$ cat src/rtl/uart_rx_cfg.sv
// Configurable UART receiver: synchronizer + 3-sample majority filter, framing FSM,
// and a first-word-fall-through receive FIFO with frame/overrun error pulses.
module uart_rx_cfg #(
    parameter int DIVISOR    = 10417,
    parameter int DATA_BITS  = 8,
    parameter int PARITY     = 0,
    parameter int STOP_BITS  = 1,
    parameter int FIFO_DEPTH = 4
) (
    input  logic                            clk,
    input  logic                            rst,
    input  logic                            rx_serial_in,
    output logic [DATA_BITS-1:0]            rx_data,
    output logic                            rx_perr,
    output logic                            rx_valid,
    input  logic                            rx_ready,
    output logic                            frame_err,
    output logic                            overrun_err,
    output logic [$clog2(FIFO_DEPTH):0]     fifo_count
);

    localparam int PW = $clog2(FIFO_DEPTH);
    localparam int CW = PW + 1;
    localparam logic [15:0] HALF_CNT  = 16'(DIVISOR / 2);
    localparam logic [15:0] LAST_CNT  = 16'(DIVISOR - 1);
    localparam logic [3:0]  LAST_BIT  = 4'(DATA_BITS - 1);
    localparam logic [3:0]  LAST_STOP = 4'(STOP_BITS - 1);
    localparam logic        ODD_PAR   = (PARITY == 2);

    typedef enum logic [2:0] {
        ST_IDLE, ST_START, ST_DATA, ST_PARITY, ST_STOP, ST_WAIT_HIGH
    } state_t;

    typedef struct packed {
        logic                 perr;
        logic [DATA_BITS-1:0] data;
    } entry_t;

    // ---------------- input conditioning ----------------
    logic       sync1, sync2;
    logic [2:0] hist;
    logic       maj;

    always_ff @(posedge clk or posedge rst) begin
        if (rst) begin
            sync1 <= 1'b1;
            sync2 <= 1'b1;
            hist  <= 3'b111;
        end else begin
            sync1 <= rx_serial_in;
            sync2 <= sync1;
            hist  <= {hist[1:0], sync2};
        end
    end

    assign maj = (hist[0] & hist[1]) | (hist[0] & hist[2]) | (hist[1] & hist[2]);

    // ---------------- framing FSM ----------------
    state_t               state, state_n;
    logic [15:0]          cnt, cnt_n;
    logic [3:0]           bit_idx, idx_n;
    logic [DATA_BITS-1:0] shreg, sh_n;
    logic                 perr, perr_n;
    logic                 push, ferr_n;
    logic                 at_end;

    always_ff @(posedge clk or posedge rst) begin
        if (rst) begin
            state     <= ST_IDLE;
            cnt       <= '0;
            bit_idx   <= '0;
            shreg     <= '0;
            perr      <= 1'b0;
            frame_err <= 1'b0;
        end else begin
            state     <= state_n;
            cnt       <= cnt_n;
            bit_idx   <= idx_n;
            shreg     <= sh_n;
            perr      <= perr_n;
            frame_err <= ferr_n;
        end
    end

    assign at_end = (cnt == LAST_CNT);

    always_comb begin
        state_n = state;
        cnt_n   = cnt + 16'd1;
        idx_n   = bit_idx;
        sh_n    = shreg;
        perr_n  = perr;
        push    = 1'b0;
        ferr_n  = 1'b0;
        case (state)
            ST_IDLE: begin
                cnt_n  = '0;
                idx_n  = '0;
                perr_n = 1'b0;
                if (!sync2) state_n = ST_START;
            end
            ST_START: begin
                // Mid-bit recheck rejects glitches shorter than half a bit
                if (cnt == HALF_CNT) begin
                    cnt_n   = '0;
                    state_n = maj ? ST_IDLE : ST_DATA;
                end
            end
            ST_DATA: begin
                if (at_end) begin
                    cnt_n = '0;
                    sh_n  = {maj, shreg[DATA_BITS-1:1]};
                    if (bit_idx == LAST_BIT) begin
                        idx_n   = '0;
                        state_n = (PARITY != 0) ? ST_PARITY : ST_STOP;
                    end else begin
                        idx_n = bit_idx + 4'd1;
                    end
                end
            end
            ST_PARITY: begin
                if (at_end) begin
                    cnt_n   = '0;
                    perr_n  = (^shreg) ^ maj ^ ODD_PAR;
                    state_n = ST_STOP;
                end
            end
            ST_STOP: begin
                if (at_end) begin
                    cnt_n = '0;
                    if (!maj) begin
                        ferr_n  = 1'b1;
                        state_n = ST_WAIT_HIGH;
                    end else if (bit_idx == LAST_STOP) begin
                        push    = 1'b1;
                        state_n = ST_IDLE;
                    end else begin
                        idx_n = bit_idx + 4'd1;
                    end
                end
            end
            ST_WAIT_HIGH: begin
                // A break keeps us here, so it reports only one frame error
                cnt_n = '0;
                if (sync2) state_n = ST_IDLE;
            end
            default: state_n = ST_IDLE;
        endcase
    end

    // ---------------- receive FIFO ----------------
    entry_t          mem [FIFO_DEPTH];
    entry_t          head;
    logic [PW-1:0]   wr_ptr, rd_ptr;
    logic [CW-1:0]   count;
    logic            pop, full, push_ok;

    assign pop     = rx_valid & rx_ready;
    assign full    = (count == CW'(FIFO_DEPTH));
    assign push_ok = push & (~full | pop);

    always_ff @(posedge clk) begin
        if (push_ok) mem[wr_ptr] <= '{perr: perr, data: shreg};
    end

    always_ff @(posedge clk or posedge rst) begin
        if (rst) begin
            wr_ptr      <= '0;
            rd_ptr      <= '0;
            count       <= '0;
            overrun_err <= 1'b0;
        end else begin
            overrun_err <= push & ~push_ok;
            if (push_ok) wr_ptr <= wr_ptr + 1'b1;
            if (pop)     rd_ptr <= rd_ptr + 1'b1;
            case ({push_ok, pop})
                2'b10:   count <= count + CW'(1);
                2'b01:   count <= count - CW'(1);
                default: count <= count;
            endcase
        end
    end

    // Head is masked while empty so the outputs read zero out of reset
    assign head       = mem[rd_ptr];
    assign rx_valid   = (count != '0);
    assign rx_data    = rx_valid ? head.data : '0;
    assign rx_perr    = rx_valid & head.perr;
    assign fifo_count = count;

endmodule
$ cat config.mk
export PLATFORM = sky130hd
export DESIGN_NAME = uart_rx_cfg
export DESIGN_NICKNAME = d
export VERILOG_FILES = /design/src/rtl/uart_rx_cfg.sv
export SDC_FILE = /design/constraint.sdc
export NUM_CORES = 1
export LEC_CHECK = 0
export ABC_AREA = 0
export CAP_MARGIN = 20
export CORE_MARGIN = 5
export CORE_UTILIZATION = 48
export CTS_CLUSTER_SIZE = 25
export DETAILED_ROUTE_END_ITERATION = 7
export PLACE_DENSITY = 0.66
export SLEW_MARGIN = 10
export SYNTH_ARGS = -nofsm -noshare
export SYNTH_HDL_FRONTEND = slang
export SYNTH_SLANG_ARGS = --single-unit
$ cat constraint.sdc
create_clock -name clk -period 4.8 [get_ports clk]
set_input_delay 0.96 -clock clk [delete_from_list [all_inputs] [get_ports clk]]
set_output_delay 0.96 -clock clk [all_outputs]
set_load 0.005 [all_outputs]
==> impl_summary.log, run 1 <==
INFO  metric h-tree-depth = 3
INFO  metric post_drt_wl_per_cell = 15.2 um
INFO  metric detailed_place.area = 4070 sq um
INFO  metric power_per_cell_area = 282 nW/um^2
INFO  metric wl = 6330 um
INFO  metric cts-resized-gates = 0
INFO  metric max_cap_viol_count = 0
INFO  metric routed-via-count = 2201
INFO  metric fp.dieW = 98.9 um
INFO  metric worst_ep_required_time = 3840 ps
INFO  metric ys.flop_type = dfrtp_1
INFO  metric num-fill-cells = 652
INFO  metric worstSkewPairLatency = 350 ps
INFO  metric synth.yosys.warnings = 0
INFO  metric global_route_wire_length_before_repair = 10800 um
INFO  metric path_clk_slew = 90 ps
INFO  metric irDropWorstVdd = 0.000162 V
INFO  metric path_class = flop to output pin
INFO  metric synth_enable_flop_cells = 36
INFO  metric cts_hold_fix_bufs = 0
INFO  metric postSynthRegisterBits = 82
INFO  metric detail-route-antenna-nets = 0
INFO  metric slew_headroom = 0.555
INFO  metric setup_viol = 0
INFO  metric detail_route.drc_violations = 0
INFO  metric detailedRoute.firstIterationViolations = 53
INFO  metric design.portCount = 19
INFO  metric final.period_utilization = 0.685
INFO  metric die_outline_height = 98.9 um
INFO  metric gp_congestion = 0.777
INFO  metric synth.distinct_cells = 56
INFO  metric setup_tns = 0 ps
INFO  metric crit_path_end_kind = output pin
INFO  metric cp_max_fo = 11
INFO  metric fin_worst_skew = 8.89 ps
INFO  metric final_area = 4270 sq um
INFO  metric post-route-util = 0.552
INFO  metric hp-class = flop to flop
INFO  metric power = 1.20 mW
INFO  metric antenna_found_initial = 0
INFO  metric chain_of_cells_forming_the_critical_path = mux4_2, and2_1, clkdlybuf4s50_1
INFO  metric run_status = finished clean
INFO  metric core-area = 7730 sq um
INFO  metric tightestPinTransition = 668 ps
INFO  metric max_freq = 304 MHz
INFO  metric grt_start_max_net_pins = 47
INFO  metric unrepaired_setup_endpoints_after_global_routing = no
INFO  metric maxSlewViolCount = 0
INFO  metric cts.sink_count = 82
INFO  metric synth_top_cells_by_area = edfxtp_1 (28%), dfrtp_1 (27%), mux4_2 (5.3%), xnor2_1 (3.7%), dfstp_2 (3.5%)
INFO  metric layout.cells.most_common = dfrtp_1
INFO  metric cts_setup_buffers = 0
INFO  metric synth_area_leader_cell = edfxtp_1
INFO  metric area.growth.synth_to_final = 12.4%
INFO  metric die_area = 9790 sq um
INFO  metric cts_max_path_buffers = 2
INFO  metric slowest_stage = dfrtp_1
INFO  metric min_period = 3290 ps
INFO  metric syn_area = 3800 sq um
INFO  metric layout_common_cells = dfrtp_1 (41), edfxtp_1 (36), nor2_1 (28)
INFO  metric drive_gt1_frac = 0.156
INFO  metric synthesized_net_count = 302
INFO  metric dr.pass1.iters = 4
INFO  metric antennaDiodeCount = 0
INFO  metric via_per_inst = 5.28
INFO  metric leakage_power = 1.76 nW
INFO  metric global_route.usage.total = 0.141
INFO  metric std_cell_rows = 32
INFO  metric timing_hold_violations_final = 0
INFO  metric setup.worst_path.start_class = flop
INFO  metric clock_tree_from_tritoncts = done
INFO  metric clk_root_buffer_cell = clkbuf_8
INFO  metric numPortBuffers = 18
INFO  metric first_global_vias = 2229
INFO  metric synth_area_per_cell = 13.2 sq um
INFO  metric post_dp_hpwl = 4280 um
INFO  metric final_net_count = 324
INFO  metric cts-buffers-inserted = 9
INFO  metric synthCells = 288
INFO  metric gr-total-overflow = 0
INFO  metric synth.yosys.seq_area_share = 0.590
INFO  metric crit_path_max_incr_delay = 780 ps
INFO  metric cp.arrival = 2330 ps
INFO  metric worst_case_hold_slack = 366 ps
INFO  metric initial_utilization = 0.491
INFO  metric netlist.area_leader.share = 0.285
INFO  metric async_flop_share = 0.561
area by class of cell:
class | instances | area, sq um | share of cell area
Tap cell | 102 | 128 | 0.0299
Timing Repair Buffer | 19 | 200 | 0.0469
Inverter | 14 | 52.6 | 0.0123
Clock buffer | 9 | 124 | 0.0290
Multi-Input combinational cell | 184 | 1470 | 0.345
Sequential cell | 82 | 2240 | 0.525
Clock inverter | 7 | 52.6 | 0.0123
logic make-up (layout without fill, tap and decap cells):
family / Yosys count / in the layout / synth area share
XOR/XNOR: 29 / 29 / 0.0669
buffers and inverters: 22 / 49 / 0.0231
flip-flops: 82 / 82 / 0.590
AND/OR/NAND/NOR: 103 / 103 / 0.158
adder cells (fa/ha/maj): 11 / 11 / 0.0376
multiplexers: 20 / 20 / 0.0854
AO/OA/AOI/OAI: 21 / 21 / 0.0396
critical path: cells and delay by family, from the launching register on:
| kind | cells | cell delay [ps] |
|---|---|---|
| and+or+nand+nor | 1 | 170 |
| DFF | 1 | 780 |
| muxes | 1 | 590 |
| buffers and inverters | 1 | 430 |
cell usage after synthesis, types with 5 or more instances:
cell      number
and2_1        14
dfrtp_1       41
dfstp_2        5
edfxtp_1      36
ha_1           9
inv_1         14
mux2_2         9
mux4_2         9
nand2_1       16
nand3_1        8
nor2_1        28
nor3_1         6
xnor2_1       16
xor2_1        13
sequential cells by signal, indices dropped and copies added, names as in the netlist:
signal	flops
bit_idx	4
cnt	16
fifo_count	3
frame_err	1
hist	3
mem	36
overrun_err	1
perr	1
rd_ptr	2
shreg	8
state	3
sync1	1
sync2	1
wr_ptr	2
path summary, 6_finish.rpt:
path,start,to,slack (ps),depth (start not counted)
max,rd_ptr[0],rx_data[3],1510,3
min,sync1,sync2,370,0
max in group asynchronous,rst,sync2,3460,3
min reg2reg,sync1,sync2,370,0
max reg2reg,bit_idx[0],fifo_count[2],2080,12
min in group asynchronous,rst,cnt[6],820,2
routing by layer:
metal,up-vias,share of wire,global-route usage
li1,1078,-,-
met1,1092,0.47,0.176
met2,22,0.48,0.231
met3,9,0.027,0.0297
met4,0,0.022,0.0693
met5,-,0,0
through the flow:
step                      cells  worst slack (ps)
after floorplan             288              1980
after global placement      400              1520
after detailed placement    400              1470
after CTS                   416              1440
after global routing        417              1350
final                       417              1510
where the power goes:
| group | switching (mW) | internal (mW) | total, mW |
|---|---|---|---|
| logic | 0.0108 | 0.00555 | 0.0163 |
| clock network | 0.265 | 0.190 | 0.455 |
| registers | 0.00118 | 0.731 | 0.732 |
(Power assumes the default switching activity.)
==> run 2, diff against run 1 <==
- clock period: 4.8 -> 3.1 ns (I/O delays scaled with it)
==> run 2 against run 1 <==
Effect of this change:
- final area up 1.0%
- non-clock buffer count increased by 2
- power grew 65%
- combinational power increased by 44%
- die area is the same
- via count is 0.45% lower
==> impl_summary.log, run 2 (synthesis gave the netlist of run 1 again) <==
INFO  metric run_status = finished clean
INFO  metric power_per_cell_area = 462 nW/um^2
INFO  metric cts.sink_count = 82
INFO  metric cts_hold_fix_bufs = 0
INFO  metric final_net_count = 326
INFO  metric die_area = 9790 sq um
INFO  metric power_switching = 0.396 mW
INFO  metric layout_top_registers = mem (36), cnt (16), shreg (8)
INFO  metric tightestPinTransition = 574 ps
INFO  metric cts-resized-gates = 0
INFO  metric h-tree-depth = 3
INFO  metric sequentialPowerShare = 0.569
INFO  metric final.setup.worst_slack = 419 ps
INFO  metric power_frac_clock = 0.419
INFO  metric cp.arrival = 2950 ps
INFO  metric antennaDiodeCount = 0
INFO  metric numPortBuffers = 18
INFO  metric cts-buffers-inserted = 9
INFO  metric leakage_power = 1.80 nW
INFO  metric std_cell_rows = 32
INFO  metric wl = 6010 um
INFO  metric final.period_utilization = 0.865
INFO  metric hp-class = flop to flop
INFO  metric dpl_worst_slack = 115 ps
INFO  metric area.growth.synth_to_final = 13.5%
INFO  metric layout.cells.most_common = dfrtp_1
INFO  metric die_outline_height = 98.9 um
INFO  metric layout.cells.non_filler = 419
INFO  metric unrepaired_setup_endpoints_after_global_routing = no
INFO  metric gp_congestion = 0.769
INFO  metric design.portCount = 19
INFO  metric setup.worst_path.start_class = flop
INFO  metric multi_input_area = 1470 sq um
INFO  metric fp.dieW = 98.9 um
INFO  metric worst_ep_required_time = 3370 ps
INFO  metric gr-total-overflow = 0
INFO  metric timing_hold_violations_final = 0
INFO  metric p_sw_frac = 0.199
INFO  metric detail_route.drc_violations = 0
INFO  metric irDropWorstVdd = 0.000215 V
INFO  metric cp_max_fo = 8
INFO  metric detailedRoute.firstIterationViolations = 101
INFO  metric max_cap_viol_count = 0
INFO  metric post_drt_wl_per_cell = 14.3 um
INFO  metric crit_path_end_kind = flop
INFO  metric clk_root_buffer_cell = clkbuf_8
INFO  metric grt_start_max_net_pins = 47
INFO  metric clock_tree_from_tritoncts = done
INFO  metric cts_max_path_buffers = 2
INFO  metric detailed_place.area = 4090 sq um
INFO  metric via_per_inst = 5.23
INFO  metric path_clk_slew = 80 ps
INFO  metric comb_power_share = 0.012
INFO  metric maxSlewViolCount = 0
INFO  metric path_class = flop to flop
INFO  metric routed-via-count = 2191
INFO  metric numPlacedInstances = 403
INFO  metric route.layer.met1.wl = 2960 um
INFO  metric route.met3.wl = 184 um
INFO  metric total_internal_power = 1.60 mW
INFO  metric global_route_wire_length_before_repair = 10700 um
INFO  metric core-area = 7730 sq um
INFO  metric setup_tns = 0 ps
INFO  metric combined_flip_flop_and_latch_cell_area = 2240 sq um
INFO  metric max_freq = 373 MHz
INFO  metric num-fill-cells = 644
INFO  metric setup_viol = 0
INFO  metric layout_common_cells = dfrtp_1 (41), edfxtp_1 (36), nor2_1 (28)
INFO  metric drive_gt1_frac = 0.158
INFO  metric first_global_vias = 2242
INFO  metric antenna_found_initial = 0
INFO  metric post_dp_hpwl = 4040 um
INFO  metric number_of_flip_flops_under_the_largest_register_name = 36
INFO  metric worstSkewPairLatency = 350 ps
INFO  metric min_period = 2680 ps
INFO  metric registers.top_by_ff_count = mem
INFO  metric final_area = 4310 sq um
INFO  metric global_route.usage.total = 0.136
INFO  metric fin_worst_skew = 8.00 ps
INFO  metric post-route-util = 0.558
INFO  metric slew_headroom = 0.617
INFO  metric cts_setup_buffers = 0
INFO  metric initial_utilization = 0.491
INFO  metric detail-route-antenna-nets = 0
INFO  metric dr.pass1.iters = 5
INFO  metric route.top_layer_used = met4
INFO  metric met2WireLength = 2760 um
==> run 2: cell count changes in the layout (fill, tap and decap cells not counted), sizes merged <==
cell,delta
buf,+2
bufinv,+2
clkbuf,+1
clkinv,+1
clkinvlp,-3
inv,-1
==> run 2: final cells by class <==
cell class | count | share of cell area
tap | 102 | 0.0296
inverter | 14 | 0.0122
clock inverter | 6 | 0.0209
timing repair buffer | 21 | 0.0470
clock buffer | 10 | 0.0296
sequential | 82 | 0.519
multi-input combinational | 184 | 0.341
==> run 2: per-stage QoR <==
step | hold WS [ps] | power (mW)
finish | 363 | 1.99
global route | 362 | 2.07
CTS | 364 | 2.02
detailed placement | 352 | 1.18
global placement | 347 | 1.18
floorplan | 345 | 1.17
==> run 2: power by group through the flow <==
stage	logic (mW)	registers, mW	clock network [mW]
3_3_place_gp	0.0244	1.16	0
3_5_place_dp	0.0251	1.16	0
6_report	0.0235	1.13	0.834
4_1_cts	0.0249	1.13	0.862
2_1_floorplan	0.0145	1.16	0
5_1_grt	0.0274	1.13	0.912
==> run 2: critical path: stages, from the launching register on <==
cell	delay, ps
dfrtp_1	410
inv_1	90
ha_1	140
or3b_2	470
nand2b_1	190
nor3_2	400
inv_1	80
ha_1	210
inv_1	70
fa_1	390
o21ai_0	160
==> run 2: path summary, 6_finish.rpt <==
path | startpoint | to | slack (ps) | depth (start not counted)
max in group asynchronous | rst | hist[2] | 1970 | 3
setup reg to reg | bit_idx[0] | fifo_count[1] | 420 | 10
min in group asynchronous | rst | cnt[0] | 740 | 3
hold reg to reg | sync1 | sync2 | 360 | 0
setup / recovery | bit_idx[0] | fifo_count[1] | 420 | 10
hold / removal | sync1 | sync2 | 360 | 0
==> run 2: per-layer routing <==
layer	global-route usage	vias to the layer above
li1	-	1084
met1	0.187	1063
met2	0.204	35
met3	0.0297	9
met4	0.0704	0
met5	0	-
